`config.mk`:
```
export PLATFORM = sky130hd
export DESIGN_NAME = draw_scheduler
export DESIGN_NICKNAME = d
export VERILOG_FILES = /design/src/rtl/draw_scheduler.sv
export SDC_FILE = /design/constraint.sdc
export NUM_CORES = 1
export LEC_CHECK = 0
export CAP_MARGIN = 0
export CORE_MARGIN = 4
export CORE_UTILIZATION = 36
export CTS_BUF_LIST = sky130_fd_sc_hd__clkbuf_8 sky130_fd_sc_hd__clkbuf_16
export DETAILED_ROUTE_END_ITERATION = 16
export GPL_TIMING_DRIVEN = 0
export PLACE_DENSITY = 0.8
export RECOVER_POWER = 100
export SETUP_SLACK_MARGIN = 0.3
export SYNTH_ARGS = -nofsm -noshare
export SYNTH_HDL_FRONTEND = slang
export SYNTH_SLANG_ARGS = --single-unit
```
`constraint.sdc`:
```
create_clock -name clk -period 1.83 [get_ports clk]
set_input_delay 0.366 -clock clk [delete_from_list [all_inputs] [get_ports clk]]
set_output_delay 0.366 -clock clk [all_outputs]
set_load 0.005 [all_outputs]
```
`src/rtl/draw_scheduler.sv`:
```
// Per-frame erase/update/draw sequencer and plot-port arbiter for the drawers.
// Optional DRAW_TIMEOUT_EN adds a per-grant watchdog (TIMEOUT cycles).
module draw_scheduler #(
    parameter int N_CLIENTS = 3,
    parameter int X_W       = 8,
    parameter int Y_W       = 7,
    parameter int COLOUR_W  = 3
`ifdef DRAW_TIMEOUT_EN
    ,
    parameter int TIMEOUT   = 4095
`endif
) (
    input  logic                          clk,
    input  logic                          resetn,
    input  logic                          frame_tick,
    input  logic [N_CLIENTS-1:0]          req,
    input  logic [N_CLIENTS-1:0]          done,
    input  logic [N_CLIENTS*X_W-1:0]      cl_x,
    input  logic [N_CLIENTS*Y_W-1:0]      cl_y,
    input  logic [N_CLIENTS*COLOUR_W-1:0] cl_colour,
    input  logic [N_CLIENTS-1:0]          cl_plot,
    output logic [N_CLIENTS-1:0]          grant,
    output logic                          erase,
    output logic                          update_pos,
    output logic [X_W-1:0]                vga_x,
    output logic [Y_W-1:0]                vga_y,
    output logic [COLOUR_W-1:0]           vga_colour,
    output logic                          vga_plot,
    output logic                          busy,
    output logic                          overrun,
    output logic                          timeout_err
);

    typedef enum logic [2:0] {
        IDLE, E_ARB, E_RUN, UPDATE, D_ARB, D_RUN
    } state_t;

    localparam logic [N_CLIENTS-1:0] ONE = {{(N_CLIENTS-1){1'b0}}, 1'b1};

    state_t               state_q, state_d;
    logic [N_CLIENTS-1:0] pending_q, pending_d;
    logic [N_CLIENTS-1:0] grant_q, grant_d;
    logic                 erase_q, erase_d;
    logic                 overrun_q, overrun_d;
    logic [N_CLIENTS-1:0] lowest;
    logic                 in_run;
    logic                 client_done;
    logic                 wd_hit;
    logic                 finish;

    logic [X_W-1:0]       vga_x_q, sel_x;
    logic [Y_W-1:0]       vga_y_q, sel_y;
    logic [COLOUR_W-1:0]  vga_colour_q, sel_c;
    logic                 vga_plot_q;

    assign lowest      = pending_q & (~pending_q + ONE);
    assign in_run      = (state_q == E_RUN) || (state_q == D_RUN);
    assign client_done = |(done & grant_q);
    assign finish      = in_run && (client_done || wd_hit);

`ifdef DRAW_TIMEOUT_EN
    localparam int WD_W = $clog2(TIMEOUT + 1);

    logic [WD_W-1:0] wd_q, wd_d;
    logic            to_q, to_d;

    assign wd_hit = in_run && (wd_q == WD_W'(TIMEOUT - 1));

    always_comb begin
        wd_d = wd_q;
        to_d = to_q;
        if (in_run) begin
            wd_d = wd_q + WD_W'(1);
        end else begin
            wd_d = '0;
        end
        if (wd_hit && !client_done) begin
            to_d = 1'b1;
        end
    end

    always_ff @(posedge clk) begin
        if (!resetn) begin
            wd_q <= '0;
            to_q <= 1'b0;
        end else begin
            wd_q <= wd_d;
            to_q <= to_d;
        end
    end

    assign timeout_err = to_q;
`else
    assign wd_hit      = 1'b0;
    assign timeout_err = 1'b0;
`endif

    always_comb begin
        state_d   = state_q;
        pending_d = pending_q;
        grant_d   = grant_q;
        erase_d   = erase_q;
        overrun_d = overrun_q | (frame_tick & (state_q != IDLE));
        unique case (state_q)
            IDLE: begin
                if (frame_tick) begin
                    state_d   = E_ARB;
                    pending_d = req;
                    erase_d   = 1'b1;
                end
            end
            E_ARB, D_ARB: begin
                if (pending_q == '0) begin
                    state_d = (state_q == E_ARB) ? UPDATE : IDLE;
                end else begin
                    grant_d = lowest;
                    state_d = (state_q == E_ARB) ? E_RUN : D_RUN;
                end
            end
            E_RUN, D_RUN: begin
                if (finish) begin
                    pending_d = pending_q & ~grant_q;
                    grant_d   = '0;
                    state_d   = (state_q == E_RUN) ? E_ARB : D_ARB;
                end
            end
            UPDATE: begin
                erase_d   = 1'b0;
                pending_d = req;
                state_d   = D_ARB;
            end
            default: begin
                state_d = IDLE;
                grant_d = '0;
            end
        endcase
    end

    // grant is one-hot or zero, so the OR-style select never mixes clients
    always_comb begin
        sel_x = '0;
        sel_y = '0;
        sel_c = '0;
        for (int i = 0; i < N_CLIENTS; i++) begin
            if (grant_q[i]) begin
                sel_x = cl_x[i*X_W +: X_W];
                sel_y = cl_y[i*Y_W +: Y_W];
                sel_c = cl_colour[i*COLOUR_W +: COLOUR_W];
            end
        end
    end

    always_ff @(posedge clk) begin
        if (!resetn) begin
            state_q      <= IDLE;
            pending_q    <= '0;
            grant_q      <= '0;
            erase_q      <= 1'b0;
            overrun_q    <= 1'b0;
            vga_x_q      <= '0;
            vga_y_q      <= '0;
            vga_colour_q <= '0;
            vga_plot_q   <= 1'b0;
        end else begin
            state_q      <= state_d;
            pending_q    <= pending_d;
            grant_q      <= grant_d;
            erase_q      <= erase_d;
            overrun_q    <= overrun_d;
            vga_x_q      <= sel_x;
            vga_y_q      <= sel_y;
            vga_colour_q <= erase_q ? '0 : sel_c;
            vga_plot_q   <= |(cl_plot & grant_q);
        end
    end

    assign grant      = grant_q;
    assign erase      = erase_q;
    assign update_pos = (state_q == UPDATE);
    assign busy       = (state_q != IDLE);
    assign overrun    = overrun_q;
    assign vga_x      = vga_x_q;
    assign vga_y      = vga_y_q;
    assign vga_colour = vga_colour_q;
    assign vga_plot   = vga_plot_q;

endmodule

```
==> impl.org, run 1 <==
** Power and ir drop
- Per report_power, the combinational group accounts for 47.0% of the total.
- For this design the total switching power over the nets is 0.000896 W.
- VDD sags by at most 0.605 mV.
- Total Power Consumption :: 0.00268 W
- Net switching is 33.5% of the power.
- Cell internal power was estimated by the tool at 0.00178 W.
- The clock network is responsible for 20.3% of the overall power.
- Power per Cell Area :: 1000 mW/mm2
- Leakage power of the design :: 1.11 nW
- Flop pwr share :: 32.7%

** Synthesis
- Post-synthesis simple-gate area fraction :: 25.3%
- Sequential element share of the synthesized area :: 42.6%
- Synthesized area per cell :: 8.66 um2
- When the netlist entered floorplanning its net count stood at 230.
- The Yosys step of the flow raised 0 warnings.
- The cell count after synthesis came out at 163.
- Synthesized-area fraction occupied by ao, oa, aoi and oai cells :: 24.3%
- Proportion of register bits with asynchronous set or reset after synthesis :: 0%
- Number of distinct library cell variants in the gate-level netlist after synthesis :: 29
- Area contributors post-synth :: dfxtp_1 (43%), a221oi_1 (11%), nor2b_1 (7.5%), nor3_1 (7.1%), clkbuf_1 (3.7%)
- The synthesized netlist devotes 0.621% of its cell area to XOR and XNOR gates.
- After synthesis, the share of cell area in mux cells is 0%.
- Most common cell in the synthesized netlist :: dfxtp_1
- The most used flip-flop cell after synthesis is dfxtp_1.
- Synthesized cell area :: 0.00141 mm2
- In this run, synthesis inferred 0 flip-flops with an integrated enable.
- Of the post-synthesis cell area, the dominant cell type holds 42.6%.
- After Yosys synthesis, full adders, half adders and majority gates account for 0.887% of the synthesized area.
- Of all cell types, the one taking the most synthesized area is dfxtp_1.
- Dominant combinational cell family by area after synthesis :: simple AND/OR/NAND/NOR gates
- The synthesized design contains 30 register bits.
- Cell types with the highest counts after synthesis :: dfxtp_1 (30), nor3_1 (20), a221oi_1 (18)

** GRT
- Entering global routing, the biggest net connects 11 pins.
- Global routing used 19.6% of the available tracks.
- First-pass GRT wire length :: 7780 um
- Number of global-route vias before repair :: 1,597
- The total overflow left after global routing is 0.
- The initial antenna violation count was 0.

** STA
- Total count of max-transition violations in the final report :: 0
- Rel. slew slack :: 64.9%
- At the pin with the least slew margin, the transition time is 0.527 ns.
- Setup violations remaining at the end of the flow were counted as 0.
- Setup repair after global routing could not meet its margin everywhere.
- Adding up every negative setup slack in the final design gives 0 ns.
- The clock arrives with 0.00403 ns of skew.
- Final period demand of the worst path :: 1.65 ns
- Final Hold Vio Count :: 0
- Max Fclk :: 0.605 GHz
- Share of the clock period used by the worst path :: 90.3%

** CTS
- TritonCTS built the clock tree.
- The number of hold buffers added after CTS was 0.
- Counting the buffers created by CTS gives 5.
- Library cell used as clock root buffer :: clkbuf_8
- The tree built by TritonCTS fans out to 30 sinks.
- Clock Tree Buf Depth :: 2
- The H-tree was split into 2 levels.
- Clock transition at the registers of the reported paths :: 0.06 ns
- The later pin in the worst-skew pair is clocked with a latency of 0.28 ns.

** Layout
- Storage element area :: 602 um2
- The post-route netlist has 13.9% of its cells at a drive strength greater than 1.
- P&R area growth vs syn :: 89.7%
- Fillers :: 317
- Post-route standard cell area excluding fillers :: 0.00268 mm2
- Number of inserted diodes :: 0
- Area of the multi-input gates :: 806 um2
- Final Instance Count excl. Fillers :: 322
- At the end of the flow, the number of nets in the layout was 340.

** Detailed routing
- In the routed layout, each cell is associated on average with a via count of 5.30.
- DR WL/cell :: 15.7 um
- Met1 Routed Length :: 2190 um
- Detailed-routed wire length on met3 :: 422 um
- The detailed router used layers up to and including met4.
- Remaining routing DRC violations :: 0
- First drt pass iteration count :: 4
- Met2 WL post-DR :: 2350 um
- Summed over all layers, the routed wires come to 5050 um.
- Antenna Violating Nets Remaining :: 0
- Via count :: 1,707
- Number of violations reported at the end of detailed-routing iteration 0 :: 112

** Setup path
- WP data arrival :: 1.79 ns
- The worst setup path is captured at a register.
- Critical Path Max Stage Delay :: 0.44 ns
- The setup path with the least slack is of type reg -> reg.
- Worst EP required :: 1.97 ns
- STA classifies the critical path startpoint as a register.
- The slowest stage of the critical path belongs to the cell a2111oi_0.
- Kind of cell adding the most delay to the critical path :: compound AO/OA/AOI/OAI gates
- In this run the worst path has a maximum fanout of 9.
- The critical path goes through nor2b_1 -> clkbuf_1 -> a221oi_1 -> a2111oi_0.
- The number of buffers and inverters on the critical path is 1.

** Floorplan
- In this run the count of I/O pins placed on the die edge is 93.
- Initial Utilization :: 38.0%
- In this run the core area contains 22 standard-cell rows.
- Total Die Area :: 0.00499 mm2
- Die Y-Extent :: 70.6 um
- In this run the standard cell core region covers 0.00372 mm2.
- The die is 70.6 um wide.

** Placed design
- Placed inst area :: 0.00239 mm2
- Detailed placement HPWL :: 3540 um
- The congestion estimate from routability-driven global placement came to 0.838.
- During placement, the flow inserted port buffers numbering 91.
- In this run, placement finished with an instance count of 302.

** Min path
- The tightest min-delay check is of the reg -> reg type.

** Run status
- Result of the run :: finished clean

** Run
- Max-cap violations in this run came to 0.
-- state kept, by name, indices dropped and copies added (netlist names) --
| name | cells |
|---|---|
| vga_colour | 3 |
| vga_x | 8 |
| pending_q | 3 |
| erase | 1 |
| overrun | 1 |
| grant | 3 |
| vga_y | 7 |
| state_q | 3 |
| vga_plot | 1 |
-- area by class of cell --
type                            instances  share of cell area [%]
Tap cell                               48                    2.24
Inverter                                7                   0.981
Buffer                                 15                    2.85
Clock buffer                            6                    3.08
Clock inverter                          2                   0.327
Timing Repair Buffer                  103                    37.9
Multi-Input combinational cell        111                    30.1
Sequential cell                        30                    22.5
-- power by group through the flow --
stage	clock network, W	registers [W]	logic (W)
after floorplan	0	0.000882	0.000581
after global placement	0	0.000880	0.00109
after detailed placement	0	0.000883	0.00111
after CTS	0.000556	0.000886	0.00125
after global routing	0.000590	0.000893	0.00137
final	0.000544	0.000875	0.00126
-- routing by layer --
metal	vias to the layer above	global-route usage, %
li1	829	-
met1	778	25.4
met2	89	31.7
met3	11	5.68
met4	0	5.64
met5	-	0
-- worst min-delay path: stages, from the launching register on --
cell and delay, ns:
dfxtp_1 0.33, a21oi_1 0.04, nor2_1 0.08
-- metrics by stage --
stage	hold slack [ns]	worst slack (ns)	util, %
floorplan	0.460	0.305	-
global placement	0.466	-0.386	64.4
detailed placement	0.462	-0.413	64.4
CTS	0.476	0.198	71.1
global route	0.513	0.0752	72.1
finish	0.494	0.178	72.1
-- final timing paths --
check	start	endpoint	slack (ns)	depth (start not counted)
worst max-delay path	grant[0]	vga_colour[1]	0.18	4
worst min-delay path	overrun	overrun	0.49	2
worst max register to register	grant[0]	vga_colour[1]	0.18	4
worst min register to register	overrun	overrun	0.49	2
-- cell usage in the layout, fill, tap and decap left out, types with 4 or more instances in the layout --
cell type and n:
dfxtp_1 29, a2111oi_0 4, a32o_1 5, dlygate4sd3_1 20, nor2b_1 17, inv_1 8, nor2_1 7, nand2_1 7
buf_6 5, dlygate4sd2_1 6, clkbuf_8 6, a221oi_1 18, nor3_1 17, a21oi_1 6, buf_4 6, clkdlybuf4s50_1 61
clkbuf_1 10
-- cell families after synthesis --
kind of cell / after synthesis
DFF: 30
AOI/OAI and AO/OA: 43
xor gates and xnor gates: 1
other: 1
and+or+nand+nor: 65
buffers and inverters: 22
adders and majority gates: 1
-- timing repair --
item                                    in CTS  in global routing
pin swaps                                   10                  7
hold endpoints to repair                     0                  0
resized for setup                           39                 18
endpoints found under the setup margin      27                 19
buffers inserted                            11                  1
No activity file was read; power rests on OpenSTA's default activity.
==> run 2, diff against run 1 <==
Settings changed: ABC_AREA set to 1, CAP_MARGIN 0 to 20.
==> impl.org, run 2 <==
** Layout
- Post-route standard cell area excluding fillers :: 0.00250 mm2 (was 0.00268 mm2)
- The signed area change from the synthesized netlist to the final layout came to 74.4% (was 89.7%).
- Number of inserted diodes :: 0 (unchanged)
- The flip-flop count of the largest register after layout is 8 (unchanged).
- Most frequent standard cell in the layout excluding fill and tap cells :: clkdlybuf4s50_1 (unchanged)
- Highest-count cells in the layout ignoring fill and taps :: clkdlybuf4s50_1 (63), nand2_1 (57), a21oi_1 (41) (was clkdlybuf4s50_1 (61), dfxtp_1 (29), dlygate4sd3_1 (20))
- Layout cell share with drive strength beyond 1 :: 7.05% (was 13.9%)
- Net count reported at finish :: 380 (was 340)
- Fillers :: 339 (was 317)

** STA
- The final critical path time including I/O delays and setup came to 1.57 ns (was 1.65 ns).
- Unrepaired setup endpoints after global routing: no (was yes).
- The total negative slack was 0 ns (unchanged).
- Final Hold Vio Count :: 0 (unchanged)
- The fraction of the cycle the final worst path needs came to 85.6% (was 90.3%).
- The fmax is 0.638 GHz (was 0.605 GHz).
- Largest clock skew in the final design :: 0.00393 ns (was 0.00403 ns)
- Total count of max-transition violations in the final report :: 0 (unchanged)
- The count of endpoints failing setup in the final report came to 0 (unchanged).

** Power and ir drop
- IR Drop Worst-Case VDD :: 0.503 mV (was 0.605 mV)
- The leakage power summed over all cells was 1.10 nW (was 1.11 nW).
- Power per Cell Area :: 1170 mW/mm2 (was 1000 mW/mm2)

** Detailed routing
- The average routed wire per standard cell is 13.1 um (was 15.7 um).
- The number of violations reported at the end of detailed-routing iteration 0 came to 93 (was 112).
- The number of iterations in the first detailed-routing pass came to 4 (unchanged).
- Via/cell ratio :: 4.76 (was 5.30)
- Drt total wl :: 4710 um (was 5050 um)
- Antenna Violating Nets Remaining :: 0 (unchanged)
- Via count :: 1,713 (was 1,707)
- Remaining routing DRC violations :: 0 (unchanged)

** CTS
- TritonCTS clock tree :: done (unchanged)
- Total number of clock tree sinks :: 30 (unchanged)
- The source-to-sink clock delay at the later pin of the worst-skew pair was 0.28 ns (about the same).
- Library cell used as clock root buffer :: clkbuf_8 (unchanged)
- The total CTS buffers was 5 (unchanged).
- The maximum root-to-sink buffer count came to 2 (unchanged).
- The CTS clock-pin slew for the worst setup and hold paths was 0.06 ns (about the same).
- Deepest level of the CTS H-tree :: 2 (unchanged)

** Synthesis
- The count of yosys warnings during synthesis was 0 (unchanged).
- Synthesized Nets :: 281 (was 230)
- The average instance area after synthesis was 6.71 um2 (was 8.66 um2).
- Proportion of register bits with asynchronous set or reset after synthesis :: 0% (unchanged)
- The post-synth design cell area came to 0.00144 mm2 (was 0.00141 mm2).
- Most frequently used flop master after synthesis :: dfxtp_1 (unchanged)
- The total of flip-flops plus latches after synthesis was 30 (unchanged).
- The most area-hungry cell type in the Yosys netlist is dfxtp_1 (unchanged).
- The number of synthesized flops with an enable pin is 0 (unchanged).
- The synthesized instance count was 214 (was 163).
- Area contributors post-synth: dfxtp_1 (42%), nand2_1 (15%), a21oi_1 (14%), o21ai_0 (7.7%), inv_1 (4.2%) (was dfxtp_1 (43%), a221oi_1 (11%), nor2b_1 (7.5%), nor3_1 (7.1%), clkbuf_1 (3.7%)).
- The number of distinct standard cells referenced by the synthesized netlist was 21 (was 29).
- Sequential element share of the synthesized area :: 41.8% (was 42.6%)
- Cell types with the highest counts after synthesis: nand2_1 (57), a21oi_1 (41), dfxtp_1 (30) (was dfxtp_1 (30), nor3_1 (20), a221oi_1 (18)).
- The cell with the most instances after synthesis is nand2_1 (was dfxtp_1).
- Share of the synthesized area in the top cell type :: 41.8% (was 42.6%)

** GRT
- The global-route wire length before repair is 7530 um (was 7780 um).
- Total overflow reported by the global router :: 0 (unchanged)
- Pin count of the biggest net entering global routing :: 11 (unchanged)
- The via count of the first global-routing pass is 1,623 (was 1,597).
- Total track usage :: 18.6% (was 19.6%)
- The initial antenna violation count was 0 (unchanged).

** Run status
- Result of the run: finished clean (unchanged).

** Placed design
- Final Wtd Congestion :: 0.929 (was 0.838)
- Placed inst area :: 0.00241 mm2 (was 0.00239 mm2)
- The half-perimeter wire length after detailed placement came to 3530 um (was 3540 um).
- The count of buffers from port buffering was 91 (unchanged).

** Floorplan
- The width of the die came to 71.2 um (was 70.6 um).
- CORE AREA :: 0.00377 mm2 (was 0.00372 mm2)
- The chip height is 71.2 um (was 70.6 um).
- The floorplan die area came to 0.00506 mm2 (was 0.00499 mm2).
- The number of placed I/O pins is 93 (unchanged).
- The number of core rows is 22 (unchanged).
- Initial Utilization :: 38.1% (was 38.0%)

** Setup path
- Worst R2R Setup Slack :: 0.36 ns (was 0.18 ns)
- The critical-path cell with the highest stage delay was dfxtp_1 (was a2111oi_0).
- Ordered list of cells on the worst path: nor2_1 -> nand2_2 -> clkdlybuf4s15_1 (was nor2b_1 -> clkbuf_1 -> a221oi_1 -> a2111oi_0).
- The kind of cell with the highest combined delay on the critical path was flip-flops (was compound AO/OA/AOI/OAI gates).
- Nature of the critical path startpoint :: register (unchanged)
- Count of buffer and inverter cells on the critical path :: 1 (unchanged)
- The critical path's largest stage delay came to 0.38 ns (was 0.44 ns).
- WP data arrival :: 1.20 ns (was 1.79 ns)
- The path type of the worst setup path was reg -> out (was reg -> reg).
- The required arrival time at the worst endpoint was 1.46 ns (was 1.97 ns).
- The worst-path maximum fanout is 7 (was 9).
- Type of element capturing the critical path :: output port (was register)

** Min path
- Min-Delay Path Class :: reg -> reg (unchanged)

** Run
- The total of max-cap violations came to 0 (unchanged).
-- run 2: power breakdown --
| part | internal, W | switching (W) |
|---|---|---|
| registers | 0.000846 | 0.000115 |
| clock network | 0.000290 | 0.000237 |
| logic | 0.000672 | 0.000761 |
-- run 2: worst paths after layout --
check | start | end | depth (start not counted)
max | state_q[2] | busy | 3
min reg2reg | erase | erase | 2
max reg2reg | state_q[2] | grant[0] | 9
min | erase | erase | 2
-- run 2: area by class of cell --
class / instances / area, um2 / share of cell area, %
Clock buffer: 6 / 82.6 / 3.30
Tap cell: 48 / 60.1 / 2.40
Inverter: 16 / 60.1 / 2.40
Buffer: 9 / 40.0 / 1.60
Sequential cell: 30 / 611 / 24.4
Multi-Input combinational cell: 159 / 732 / 29.2
Timing Repair Buffer: 92 / 920 / 36.7
-- run 2: kinds of logic (layout without fill, tap and decap cells) --
| kind of cell | count (synthesis) | count (layout) | synth area share (%) |
|---|---|---|---|
| AOI/OAI and AO/OA | 65 | 65 | 23.1 |
| adders and majority gates | 1 | 1 | 0.871 |
| buffers and inverters | 25 | 123 | 7.06 |
| other | 1 | 1 | 0.261 |
| DFF | 30 | 30 | 41.8 |
| and+or+nand+nor | 92 | 92 | 26.9 |
-- run 2: per-stage QoR --
stage | setup WS (ns) | hold slack [ns] | util, % | instances | power [W]
floorplan | 0.588 | 0.460 | - | 214 | 0.00180
global placement | 0.192 | 0.454 | 63.8 | 353 | 0.00242
detailed placement | 0.187 | 0.478 | 63.8 | 353 | 0.00243
CTS | 0.302 | 0.488 | 67.0 | 360 | 0.00301
global route | 0.171 | 0.516 | 66.4 | 360 | 0.00318
finish | 0.263 | 0.469 | 66.4 | 360 | 0.00292
-- run 2: timing repair --
item / CTS / global route
gates cloned: 0 / 0
pin swaps: 1 / 2
setup endpoints to repair: 5 / 6
gates resized for setup: 17 / 6
hold buffers: 0 / 0
setup buffers: 1 / 0
-- run 2: worst register-to-register path, cell delays in order (launching register included) --
cell and delay [ns]:
dfxtp_1 0.46, nor2_1 0.12, buf_4 0.16, nor2_1 0.22
nand2_1 0.08, nand2_1 0.12, nor2_2 0.06, nand2_1 0.06
nand2_1 0.04, nor2_1 0.09
-- run 2: per-layer routing --
layer / vias to the layer above / wire (um) / track usage [%]
met5: - / 0 / 0
met4: 0 / 63 / 5.85
met3: 6 / 330 / 4.97
met2: 58 / 2330 / 31.3
met1: 751 / 1980 / 22.8
li1: 898 / - / -
